<file path="config.mk">
export PLATFORM = sky130hd
export DESIGN_NAME = sprite_row_fetcher
export DESIGN_NICKNAME = d
export VERILOG_FILES = /design/src/rtl/sprite_pkg.sv /design/src/rtl/sprite_line_buffer.sv /design/src/rtl/sprite_row_fetcher.sv
export SDC_FILE = /design/constraint.sdc
export NUM_CORES = 1
export LEC_CHECK = 0
export CAP_MARGIN = 25
export CORE_MARGIN = 2
export CORE_UTILIZATION = 55
export DETAILED_ROUTE_END_ITERATION = 12
export PLACE_DENSITY = 0.77
export RECOVER_POWER = 100
export SLEW_MARGIN = 0
export SYNTH_ARGS = -nofsm -noshare
export SYNTH_HDL_FRONTEND = slang
export SYNTH_HIERARCHICAL = 1
export SYNTH_SLANG_ARGS = --single-unit
</file>
<file path="constraint.sdc">
create_clock -name clk -period 14.58 [get_ports clk]
set_clock_uncertainty 0.1 [all_clocks]
set_input_delay 4.374 -clock clk [delete_from_list [all_inputs] [get_ports clk]]
set_output_delay 4.374 -clock clk [all_outputs]
set_load 0.005 [all_outputs]
</file>
<file path="src/rtl/sprite_pkg.sv">
// Shared types and defaults for the sprite row fetcher.
//   fetch_state_t    : fetcher FSM encoding
//   SPR_COL_BITS     : column index width for the default sprite width
//   SPR_ROW_BITS     : row index width for the default sprite height
//   TRANSPARENT_DEF  : default colour key (magenta), treated as no-hit
package sprite_pkg;

  typedef enum logic [1:0] {
    IDLE,
    FETCH,
    READY
  } fetch_state_t;

  localparam int unsigned SPRITE_W_DEF = 32;
  localparam int unsigned SPRITE_H_DEF = 32;
  localparam int unsigned SPR_COL_BITS = $clog2(SPRITE_W_DEF);
  localparam int unsigned SPR_ROW_BITS = $clog2(SPRITE_H_DEF);

  localparam logic [23:0] TRANSPARENT_DEF = 24'hFF00FF;

endpackage

</file>
<file path="src/rtl/sprite_line_buffer.sv">
// One-row pixel buffer for a single sprite.
//   clk   : write clock
//   we    : write enable
//   waddr : write column
//   wdata : pixel to store
//   raddr : read column (combinational read)
//   rdata : stored pixel at raddr
module sprite_line_buffer #(
  parameter int unsigned DEPTH     = 32,
  parameter int unsigned WIDTH     = 24,
  parameter int unsigned ADDR_BITS = $clog2(DEPTH)
) (
  input  logic                 clk,
  input  logic                 we,
  input  logic [ADDR_BITS-1:0] waddr,
  input  logic [WIDTH-1:0]     wdata,
  input  logic [ADDR_BITS-1:0] raddr,
  output logic [WIDTH-1:0]     rdata
);

  logic [WIDTH-1:0] mem [DEPTH];

  // Contents are intentionally not reset; row_valid gates their use.
  always_ff @(posedge clk) begin
    if (we) begin
      mem[waddr] <= wdata;
    end
  end

  assign rdata = mem[raddr];

endmodule

</file>
<file path="src/rtl/sprite_row_fetcher.sv">
// Sprite row fetcher: during hblank copies one sprite row from the pixel ROM
// into a local line buffer, then during active video returns the buffered
// pixel and a hit flag for the current column.
//   clk, rst               : clock, synchronous active-high reset
//   line_start, next_y     : hblank start pulse and upcoming scanline
//   sprite_x, sprite_y     : sprite position, sampled on line_start
//   rom_addr, rom_data     : registered ROM address, combinational ROM pixel
//   pix_valid, pix_x       : active-video qualifier and current column
//   pix_color, pix_hit     : registered sprite pixel and opaque-hit flag
//   busy                   : high while a row fetch is in progress
module sprite_row_fetcher
  import sprite_pkg::*;
#(
  parameter int unsigned ADDRESS     = 10,
  parameter int unsigned COLOR_BITS  = 24,
  parameter int unsigned SPRITE_W    = 32,
  parameter int unsigned SPRITE_H    = 32,
  parameter int unsigned H_BITS      = 10,
  parameter int unsigned V_BITS      = 10,
  parameter logic [23:0] TRANSPARENT = TRANSPARENT_DEF
) (
  input  logic                  clk,
  input  logic                  rst,
  input  logic                  line_start,
  input  logic [V_BITS-1:0]     next_y,
  input  logic [H_BITS-1:0]     sprite_x,
  input  logic [V_BITS-1:0]     sprite_y,
  output logic [ADDRESS-1:0]    rom_addr,
  input  logic [COLOR_BITS-1:0] rom_data,
  input  logic                  pix_valid,
  input  logic [H_BITS-1:0]     pix_x,
  output logic [COLOR_BITS-1:0] pix_color,
  output logic                  pix_hit,
  output logic                  busy
);

  localparam int unsigned COL_BITS = $clog2(SPRITE_W);
  localparam int unsigned ROW_BITS = $clog2(SPRITE_H);
  localparam logic [COLOR_BITS-1:0] KEY = COLOR_BITS'(TRANSPARENT);
  localparam logic [COL_BITS-1:0]   LAST_COL = COL_BITS'(SPRITE_W - 1);

  fetch_state_t state, state_next;

  logic [H_BITS-1:0]     sx;
  logic [ROW_BITS-1:0]   row_lo;
  logic [COL_BITS-1:0]   col;
  logic [COL_BITS-1:0]   col_d;
  logic                  issuing;
  logic                  we_d;
  logic                  row_valid;

  logic [V_BITS:0]       row_c;
  logic                  row_in_range_c;
  logic [H_BITS:0]       dx_c;
  logic                  dx_in_range_c;
  logic [COLOR_BITS-1:0] buf_rdata;
  logic                  hit_c;

  // Signed row offset; the extra bit keeps sprite_y > next_y from wrapping.
  assign row_c          = {1'b0, next_y} - {1'b0, sprite_y};
  assign row_in_range_c = !row_c[V_BITS] && (row_c[V_BITS-1:0] < V_BITS'(SPRITE_H));

  // Signed column offset; negative or >= width means outside the sprite.
  assign dx_c          = {1'b0, pix_x} - {1'b0, sx};
  assign dx_in_range_c = !dx_c[H_BITS] && (dx_c[H_BITS-1:0] < H_BITS'(SPRITE_W));

  assign hit_c = pix_valid && row_valid && (state == READY) && dx_in_range_c
                 && (buf_rdata != KEY);

  // State register.
  always_ff @(posedge clk) begin
    if (rst) begin
      state <= IDLE;
    end else begin
      state <= state_next;
    end
  end

  // Next state: line_start restarts from any state; FETCH ends once the
  // last address has been issued and its delayed write has drained.
  always_comb begin
    state_next = state;
    if (line_start) begin
      state_next = row_in_range_c ? FETCH : READY;
    end else begin
      case (state)
        FETCH: begin
          if (!issuing && !we_d) begin
            state_next = READY;
          end
        end
        default: begin
        end
      endcase
    end
  end

  // Fetch datapath: address issue, delayed write index, row_valid.
  always_ff @(posedge clk) begin
    if (rst) begin
      sx        <= '0;
      row_lo    <= '0;
      col       <= '0;
      col_d     <= '0;
      issuing   <= 1'b0;
      we_d      <= 1'b0;
      row_valid <= 1'b0;
      rom_addr  <= '0;
      busy      <= 1'b0;
    end else begin
      busy <= (state_next == FETCH);
      we_d <= 1'b0;
      if (line_start) begin
        sx        <= sprite_x;
        row_lo    <= row_c[ROW_BITS-1:0];
        col       <= '0;
        issuing   <= row_in_range_c;
        row_valid <= 1'b0;
      end else if (state == FETCH) begin
        if (issuing) begin
          rom_addr <= ADDRESS'({row_lo, col});
          we_d     <= 1'b1;
          col_d    <= col;
          if (col == LAST_COL) begin
            issuing <= 1'b0;
          end else begin
            col <= col + COL_BITS'(1);
          end
        end else if (!we_d) begin
          row_valid <= 1'b1;
        end
      end
    end
  end

  // ROM data is written one cycle after its address was registered.
  sprite_line_buffer #(
    .DEPTH (SPRITE_W),
    .WIDTH (COLOR_BITS)
  ) u_line_buffer (
    .clk   (clk),
    .we    (we_d),
    .waddr (col_d),
    .wdata (rom_data),
    .raddr (dx_c[COL_BITS-1:0]),
    .rdata (buf_rdata)
  );

  // Registered pixel output.
  always_ff @(posedge clk) begin
    if (rst) begin
      pix_hit   <= 1'b0;
      pix_color <= '0;
    end else begin
      pix_hit   <= hit_c;
      pix_color <= hit_c ? buf_rdata : '0;
    end
  end

endmodule

</file>
==> out/summary.txt <==
run status: finished with violations
failing checks: max-capacitance violations, max-slew violations
Synth Area per Inst: 16.2 µm²
core area: 0.0601 mm²
Final Total Pwr: 5.18 mW
final setup violating endpoints: 0
GPL Wtd Cong: 0.830
Post-CTS Setup Bufs: 0
Area contributors post-synth: edfxtp_1 (69%), mux2i_1 (12%), dfxtp_1 (3.7%), a22oi_1 (1.6%), a21oi_1 (1.4%)
Syn Nets: 2152
CTS resizes: 0
hold buffer count at cts: 0
Placed Area: 0.0353 mm²
DR vias: 19130
mux contribution to synthesized area: 12.0%
Worst Path Required: 15030 ps
Hold Vio Cnt, Final: 0
DPL Wire Length: 46300 µm
Placed Cells: 2886
min cycle time layout: 11740 ps
Hold WC Path Type: reg2reg
maximum root-to-sink buffer count: 3
critical path endpoint category: flop
antenna-violating nets left: 0
Cells after Synth: 2060
hold_ws: 368 ps
Simple-Gate Fraction of Synth Area: 5.19%
Fmax: 85.1 MHz
initial antenna violation count: 3
Slew Limit Fails: 500
fin area: 0.0376 mm²
Root Driver: clkbuf_16
first-pass GRT wire length: 118000 µm
crit path DAT: 12190 ps
share of Yosys cell area claimed by the top area cell type: 69.3%
# IOs: 104
PortBufs: 103
register area share after synthesis: 72.9%
nets: 2293
count of cell types in the netlist: 63
initial core utilization: 55.4%
slew at the pin closest to its max-slew limit: 3700 ps
# fillers: 4256
leakage: 13.3 nW
share of layout cells above drive strength 1: 7.11%
Post-Syn Area: 0.0333 mm²
Area growth, synth to finish: 12.9%
DRT iter0 DRCs: 2449
arithmetic-cell share of the synthesized area counting full adders, half adders and majority gates: 0.947%
Cell Rows: 90
relative slew slack: -146%
all-layer global routing usage: 25.7%
pwr dens: 138 mW/mm²
final setup TNS: 0 ps
Max Cap Violations: 32
Startpoint Class: primary input
Clock transition at path regs: 60 ps
synthesis-stage register bit count: 829
Post-synth ARST share: 0%
CTS tree: yes
Compound-Gate Fraction of Synth Area: 6.08%
period utilization: 80.6%
Synth Warn #: 6
VDD IR max: 0.0000949 V
Post-synth EDFFs: 768
Top FF cell, synth: edfxtp_1
xor/xnor share of the synthesized area: 0.210%
die area: 0.0625 mm²
largest family of logic cells by synthesized area: multiplexers
drt wl/cell: 26.5 µm
CP max FO: 57
total wire length: 80900 µm
most frequent cell after synthesis: edfxtp_1
total CTS buffers: 82
die width: 250 µm
largest net degree at the start of global routing: 109
htree depth: 3
Crit Path Class: in2reg
Pre-antenna DRT Iters: 5
most common library cells after synthesis: edfxtp_1 (768), mux2i_1 (398), nand2_1 (103)
drt drc: 0
RSZ-0062 raised after global routing: no
Non-Filler Instances: 3051
Die Height: 250 µm
clock sinks: 829
clock latency on the worst-skew pair: 640 ps
via/cell ratio: 6.27
total gr overflow: 0
vias in the first global route: 18888
area leader, netlist: edfxtp_1
[logic make-up (layout without fill, tap and decap cells)]
group | after synthesis | after routing
buffers and inverters | 160 | 366
flip-flops | 829 | 829
other | 0 | 3
multiplexers | 398 | 398
XOR/XNOR | 8 | 8
adder cells (fa/ha/maj) | 24 | 24
AND/OR/NAND/NOR | 351 | 351
AO/OA/AOI/OAI | 290 | 290
[final cells by class]
cell class / instances / area, µm² / area share [%]
Tap cell: 782 / 978 / 2.60
Multi-Input combinational cell: 1071 / 8090 / 21.5
Clock buffer: 112 / 2300 / 6.12
Inverter: 51 / 199 / 0.529
Timing Repair Buffer: 166 / 1390 / 3.71
Sequential cell: 829 / 24300 / 64.6
Clock inverter: 37 / 334 / 0.889
Antenna cell: 3 / 7.51 / 0.0200
[cells in the final DEF (no fill, tap or decap), drive strengths merged, types with 3 or more instances in the layout]
cell type,synthesis,routed
a22o,48,48
nand2b,5,5
a211oi,3,3
clkdlybuf4s50,0,40
and3,3,3
nor3,56,56
o21ai,7,7
nand2,103,103
xor2,4,4
dlygate4sd3,0,63
or3b,4,4
clkbuf,36,157
a21o,5,5
clkinv,0,31
and4b,3,3
mux2i,398,398
diode,0,3
nand4,5,5
nand3,78,78
a21oi,95,95
edfxtp,768,768
buf,73,18
nor2,73,73
dfxtp,61,61
nand3b,5,5
xnor2,4,4
a31oi,24,24
ha,22,22
inv,51,52
o21a,10,10
o211ai,4,4
nor2b,8,8
a22oi,73,73
clkinvlp,0,3
[power by group]
part	total (mW)	switching, mW	internal, mW	leakage [nW]
registers	2.60	0.00202	2.60	7.39
clock network	2.03	0.879	1.15	1.28
logic	0.550	0.358	0.192	4.63
total	5.18	1.24	3.94	13.3
[per-layer routing]
layer  GRT usage, %  wire, µm  share of wire, %  vias up
met4           10.6      3460               4.3        2
met2           39.5     36800                46     1161
met3           6.40      9400                12      205
met1           35.4     31200                39     9474
li1               -         -                 -     8288
met5              0        11             0.014        -
[sequential cells by signal (all words and copies together), names as in the netlist]
signal,flops
busy,1
pix_hit,1
u_line_buffer/mem,768
col,5
rom_addr,10
issuing,1
we_d,1
row_valid,1
pix_color,24
state,2
sx,10
row_lo,5
[path summary, 6_finish.rpt]
check | from | endpoint | slack (ps) | depth (start not counted)
worst min register to register | rom_addr[5]$_SDFFE_PP0P_ | rom_addr[5]$_SDFFE_PP0P_ | 370 | 2
worst min-delay path | rom_addr[5]$_SDFFE_PP0P_ | rom_addr[5]$_SDFFE_PP0P_ | 370 | 2
worst max-delay path | pix_x[0] | pix_color[8]$_SDFF_PP0_ | 2840 | 18
worst max register to register | sx[0]$_SDFFE_PP0P_ | pix_color[8]$_SDFF_PP0_ | 6910 | 16
[critical path: stages]
cell,delay [ps]
dlygate4sd3_1,570
inv_1,60
ha_1,250
fa_1,420
xnor2_1,500
nor2b_1,210
clkbuf_1,2600
buf_4,800
a22o_1,220
nor3_1,50
a31oi_1,280
nand3_1,310
nand4_1,340
nor4_1,90
nor3_1,310
o221ai_4,340
buf_16,270
nor3_1,160
[metrics by stage]
stage	util [%]	setup WS, ps
finish	62.5	2840
global route	62.5	2570
CTS	63.2	5060
detailed placement	58.8	4410
global placement	58.5	4570
floorplan	-	6980
Note: power is estimated with default switching activity, not from simulation.
